<file path="src/rtl/spi_cmd_decoder.sv">
`default_nettype none
// +----------------------------------------------------------------------------+
// | spi_cmd_decoder: SPI byte stream to framed register-file read/write bus.   |
// | Define SPI_CMD_AUTOINC_EN for per-access reg_addr increment. Rev 1.0       |
// +----------------------------------------------------------------------------+
module spi_cmd_decoder #(
   parameter int MAX_LEN = 127
) (
   input  logic       clk,
   input  logic       rst_n,
   input  logic       cs,
   input  logic [7:0] rx_data,
   input  logic       rx_valid,
   output logic [7:0] tx_byte,
   output logic       tx_load,
   output logic [7:0] reg_addr,
   output logic [7:0] reg_wdata,
   output logic       reg_wr,
   output logic       reg_rd,
   input  logic [7:0] reg_rdata,
   output logic       frame_done,
   output logic       frame_err
);
   localparam int LEN_W = $clog2(MAX_LEN + 1);
`ifdef SPI_CMD_AUTOINC_EN
   localparam logic [7:0] ADDR_INC = 8'd1;
`else
   localparam logic [7:0] ADDR_INC = 8'd0;
`endif

   typedef enum logic [2:0] {
      S_IDLE   = 3'd0,
      S_ADDR   = 3'd1,
      S_WDATA  = 3'd2,
      S_RFETCH = 3'd3,
      S_RWAIT  = 3'd4,
      S_RSEND  = 3'd5,
      S_FLUSH  = 3'd6
   } state_t;

   state_t           state_q, state_d;
   logic             is_rd_q, is_rd_d;
   logic [LEN_W-1:0] remaining_q, remaining_d;
   logic             pending_q, pending_d;
   logic             ovr_seen_q, ovr_seen_d;
   logic [7:0]       reg_addr_q, reg_addr_d;
   logic [7:0]       reg_wdata_q, reg_wdata_d;
   logic             reg_wr_q, reg_wr_d;
   logic             reg_rd_q, reg_rd_d;
   logic [7:0]       tx_byte_q, tx_byte_d;
   logic             tx_load_q, tx_load_d;
   logic             frame_done_q, frame_done_d;
   logic             frame_err_q, frame_err_d;

   always_ff @(posedge clk) begin
      if (!rst_n) begin
         state_q      <= S_IDLE;
         is_rd_q      <= 1'b0;
         remaining_q  <= '0;
         pending_q    <= 1'b0;
         ovr_seen_q   <= 1'b0;
         reg_addr_q   <= 8'h00;
         reg_wdata_q  <= 8'h00;
         reg_wr_q     <= 1'b0;
         reg_rd_q     <= 1'b0;
         tx_byte_q    <= 8'h00;
         tx_load_q    <= 1'b0;
         frame_done_q <= 1'b0;
         frame_err_q  <= 1'b0;
      end else begin
         state_q      <= state_d;
         is_rd_q      <= is_rd_d;
         remaining_q  <= remaining_d;
         pending_q    <= pending_d;
         ovr_seen_q   <= ovr_seen_d;
         reg_addr_q   <= reg_addr_d;
         reg_wdata_q  <= reg_wdata_d;
         reg_wr_q     <= reg_wr_d;
         reg_rd_q     <= reg_rd_d;
         tx_byte_q    <= tx_byte_d;
         tx_load_q    <= tx_load_d;
         frame_done_q <= frame_done_d;
         frame_err_q  <= frame_err_d;
      end
   end

   always_comb begin
      state_d      = state_q;
      is_rd_d      = is_rd_q;
      remaining_d  = remaining_q;
      pending_d    = pending_q;
      ovr_seen_d   = ovr_seen_q;
      reg_wdata_d  = reg_wdata_q;
      tx_byte_d    = tx_byte_q;
      reg_wr_d     = 1'b0;
      reg_rd_d     = 1'b0;
      tx_load_d    = 1'b0;
      frame_done_d = 1'b0;
      frame_err_d  = 1'b0;
      // The address steps in the cycle after the write strobe so it is stable during it.
      reg_addr_d   = reg_wr_q ? reg_addr_q + ADDR_INC : reg_addr_q;

      if (cs && state_q != S_IDLE && state_q != S_FLUSH) begin
         frame_err_d = 1'b1;
         pending_d   = 1'b0;
         state_d     = S_IDLE;
      end else begin
         case (state_q)
            S_IDLE: begin
               if (rx_valid && !cs) begin
                  is_rd_d     = rx_data[7];
                  remaining_d = LEN_W'(rx_data[6:0]);
                  pending_d   = 1'b0;
                  ovr_seen_d  = 1'b0;
                  state_d     = S_ADDR;
               end
            end
            S_ADDR: begin
               if (rx_valid) begin
                  reg_addr_d = rx_data;
                  if (remaining_q == '0) begin
                     frame_done_d = 1'b1;
                     state_d      = S_FLUSH;
                  end else if (is_rd_q) begin
                     reg_rd_d = 1'b1;
                     state_d  = S_RFETCH;
                  end else begin
                     state_d = S_WDATA;
                  end
               end
            end
            S_WDATA: begin
               if (rx_valid) begin
                  reg_wdata_d = rx_data;
                  reg_wr_d    = 1'b1;
                  remaining_d = remaining_q - LEN_W'(1);
                  if (remaining_q == LEN_W'(1)) begin
                     frame_done_d = 1'b1;
                     state_d      = S_FLUSH;
                  end
               end
            end
            S_RFETCH: begin
               if (rx_valid) pending_d = 1'b1;
               state_d = S_RWAIT;
            end
            S_RWAIT: begin
               if (rx_valid) pending_d = 1'b1;
               tx_byte_d  = reg_rdata;
               tx_load_d  = 1'b1;
               reg_addr_d = reg_addr_q + ADDR_INC;
               state_d    = S_RSEND;
            end
            S_RSEND: begin
               // A held dummy and a fresh one can coincide; the fresh one stays pending.
               if (pending_q || rx_valid) begin
                  pending_d   = pending_q && rx_valid;
                  remaining_d = remaining_q - LEN_W'(1);
                  if (remaining_q == LEN_W'(1)) begin
                     pending_d    = 1'b0;
                     frame_done_d = 1'b1;
                     state_d      = S_FLUSH;
                  end else begin
                     reg_rd_d = 1'b1;
                     state_d  = S_RFETCH;
                  end
               end
            end
            S_FLUSH: begin
               if (cs) begin
                  state_d = S_IDLE;
               end else if (rx_valid && !ovr_seen_q) begin
                  frame_err_d = 1'b1;
                  ovr_seen_d  = 1'b1;
               end
            end
            default: state_d = S_IDLE;
         endcase
      end
   end

   assign tx_byte    = tx_byte_q;
   assign tx_load    = tx_load_q;
   assign reg_addr   = reg_addr_q;
   assign reg_wdata  = reg_wdata_q;
   assign reg_wr     = reg_wr_q;
   assign reg_rd     = reg_rd_q;
   assign frame_done = frame_done_q;
   assign frame_err  = frame_err_q;

endmodule
`default_nettype wire

</file>
<file path="config.mk">
export PLATFORM = sky130hd
export DESIGN_NAME = spi_cmd_decoder
export DESIGN_NICKNAME = d
export VERILOG_FILES = /design/src/rtl/spi_cmd_decoder.sv
export SDC_FILE = /design/constraint.sdc
export NUM_CORES = 1
export LEC_CHECK = 0
export ABC_AREA = 1
export BUFFER_PORTS_ARGS = -buffer_cell sky130_fd_sc_hd__buf_2
export CORE_MARGIN = 2
export CORE_UTILIZATION = 57
export DETAILED_ROUTE_END_ITERATION = 12
export PLACE_DENSITY = 0.84
export SLEW_MARGIN = 20
export SYNTH_ARGS = -nofsm -noshare
export SYNTH_HDL_FRONTEND = slang
export SYNTH_SLANG_ARGS = --single-unit
export TNS_END_PERCENT = 1
</file>
<file path="constraint.sdc">
create_clock -name clk -period 3.5 [get_ports clk]
set_input_delay 1.05 -clock clk [delete_from_list [all_inputs] [get_ports clk]]
set_output_delay 1.05 -clock clk [all_outputs]
set_load 0.05 [all_outputs]
</file>
==> run_results.csv <==
group,metric,value,unit
min_path,hold_end,"reg_wdata[1]",
clock_tree,cts_resized,0,
worst_setup_path,path_class,"register to output port",
pwr,vdd_drop_max,0.4030,mV
worst_setup_path,worst_path_max_delay_cell,"dfxtp_1",
pwr,p_per_area,733.6,mW/mm²
worst_setup_path,required,2.45,ns
floorplan,num_rows,21,
worst_setup_path,worst-path-buf-inv,1,
cells_and_area,final_common_cell,"nand2_1",
route,vias_per_cell,4.936,
outcome,status,"finished, final reports clean",
synthesis,async_flop_share,0,%
synthesis,syn_area,0.002007,mm²
min_path,whs_path_depth,2,
synthesis,synth_edf_count,0,
clock_tree,clock_latency,0.36,ns
synthesis,ys_seq_elements,42,
route,vias,1915,
worst_setup_path,worstReg2RegEnd,"tx_byte[5]",
synthesis,syn_nets,318,
clock_tree,cts_setup_buffers,0,
route,post_drt_wl_per_cell,11.24,µm
route,drc_errors,0,
global_route,met1_usage,29.50,%
global_route,antenna_found_initial,0,
sta,slew_headroom,59.74,%
clock_tree,cts_buffers,5,
route,drtIter0Drc,123,
sta,fin_hold_ws,0.4517,ns
sta,rsz0062_at_grt,"false",
clock_tree,cts.sinks,42,
clock_tree,holdBufCountCts,0,
sta,tightest_slew,0.6016,ns
placed_design,port_buffers,48,
worst_setup_path,critPathTopFamily,"flip-flops",
floorplan,ios,49,
sta,fin_skew,0.009542,ns
floorplan,fp.dieH,63.34,µm
floorplan,dieArea,0.004011,mm²
cells_and_area,layout_common_cells,"49 x nand2_1, 48 x buf_2, 43 x nor2_1",
global_route,grt_pass1_wl,7431,µm
synthesis,avgSynthCellArea,6.803,µm²
worst_setup_path,crit_path_end_kind,"output port",
placed_design,dp_hpwl,3228,µm
run,cap_violations,0,
placed_design,post-place-ws,1.182,ns
pwr,power,0.001711,W
worst_setup_path,r2r_cells,6,
cells_and_area,drive_gt1_share,20.18,%
global_route,grt_max_degree,27,
route,firstDrtPassIters,4,
worst_setup_path,r2r-start,"state_q[1]",
global_route,globalRouteMet2Util,38.42,%
clock_tree,path_clk_slew,0.13,ns
synthesis,synth_ff_type,"dfxtp_1",
cells_and_area,fill_cells,300,
global_route,top_usage_layer,"met2",
sta,finalSetupViolCount,0,
synthesis,synthCells,295,
synthesis,yosysWarningCount,0,
global_route,met3_usage,4.286,%
placed_design,gp_congestion,0.9475,
cells_and_area,fin_util,69.35,%
sta,max_freq,488.7,MHz
worst_setup_path,path_max_fanout,2,
sta,min_period_over_period,58.46,%
cells_and_area,diodes,0,
worst_setup_path,arrival,1.00,ns
sta,final.setup.tns,0,ns
worst_setup_path,regToRegSetupSlack,1.68,ns
route,antenna_left,0,
sta,slew_viol_final,0,
cells_and_area,area_growth,16.21,%
floorplan,die_w,63.34,µm
synthesis,seq_area_frac_synth,41.90,%
clock_tree,clock_path_buffers,2,
global_route,grt_pass1_vias,1721,
clock_tree,tritoncts,"yes",
synthesis,ys_types,22,
cells_and_area,nets,364,
sta,min_period,2.046,ns
worst_setup_path,startpoint_type,"register",
clock_tree,htreeDepth,2,
floorplan,core,0.003363,mm²
pwr,p_leak,1.125,nW
floorplan,start_util,59.67,%
min_path,min_from,"reg_wdata[1]",
sta,layout_setup_ws,1.454,ns
min_path,hold_path_class,"register to register",
sta,hold_viol,0,
route,wl,4360,µm
clock_tree,cts_root_buf,"clkbuf_4",
worst_setup_path,worstPathCellList,"buf_2",
global_route,overflow,0,
worst_setup_path,max_stage_delay,0.37,ns
global_route,grt.total_usage,23.49,%
## how the worst max path moves through the flow
stage	slack [ns]	cells past startpoint	end	start
detailed placement	1.18	9	remaining_q[1]	cs
floorplan	1.50	8	remaining_q[6]	rx_valid
CTS	1.45	1	reg_wdata[6]	reg_wdata[6]
global placement	1.21	9	remaining_q[6]	cs
global route	1.41	1	reg_addr[1]	reg_addr[1]
finish	1.45	1	reg_wdata[3]	reg_wdata[3]
## layout make-up
class	instances	area (µm²)	share of cell area, %
multi-input cells	199	945.9	40.56
flip-flops and latches	42	840.8	36.05
repair buffers	48	240.2	10.30
inverters	45	168.9	7.242
well taps	46	57.56	2.468
clock buffers	6	41.29	1.770
clock inverters	2	37.54	1.609
## synth_stat cells (3+ instances only)
library cell	n	area, µm²
nand3_2	4	40.04
nand3_1	24	120.1
inv_1	42	157.7
nor2_1	43	161.4
dfxtp_1	42	840.8
a21oi_1	31	155.2
nor2_2	4	25.02
clkbuf_1	4	15.01
ha_1	3	37.54
nand2_1	49	183.9
o21ai_1	3	15.01
o21ai_0	31	155.2
inv_2	3	11.26
## state kept, by name, indices dropped and copies added (netlist names)
signal	flops
pending_q	1
ovr_seen_q	1
state_q	3
remaining_q	7
reg_rd	1
tx_load	1
reg_addr	8
tx_byte	8
frame_done	1
frame_err	1
reg_wr	1
is_rd_q	1
reg_wdata	8
## per-stage QoR
| stage | area [µm²] | cells |
|---|---|---|
| final | 2332 | 388 |
| after global routing | 2332 | 388 |
| after CTS | 2332 | 388 |
| after detailed placement | 2253 | 380 |
| after global placement | 2253 | 380 |
| after floorplan | 2007 | 295 |
## power by group
part / switching (W) / internal [W]
clock network: 0.000161 / 0.000151
registers: 0.0000599 / 0.000563
logic: 0.000559 / 0.000217
total: 0.000780 / 0.000931
## cell families after synthesis
group	count (synthesis)	synth area share, %
AOI/OAI and AO/OA	66	16.58
xor gates and xnor gates	1	0.4365
adders and majority gates	3	1.871
buffers and inverters	54	10.97
DFF	42	41.90
and+or+nand+nor	129	28.24
## layer usage
metal	up-vias	share of wire [%]	wire, µm
li1	1027	-	-
met5	-	0	0
met3	9	5.1	223
met4	0	2.1	92
met2	47	47	2066
met1	832	45	1978
(Power assumes the default switching activity.)
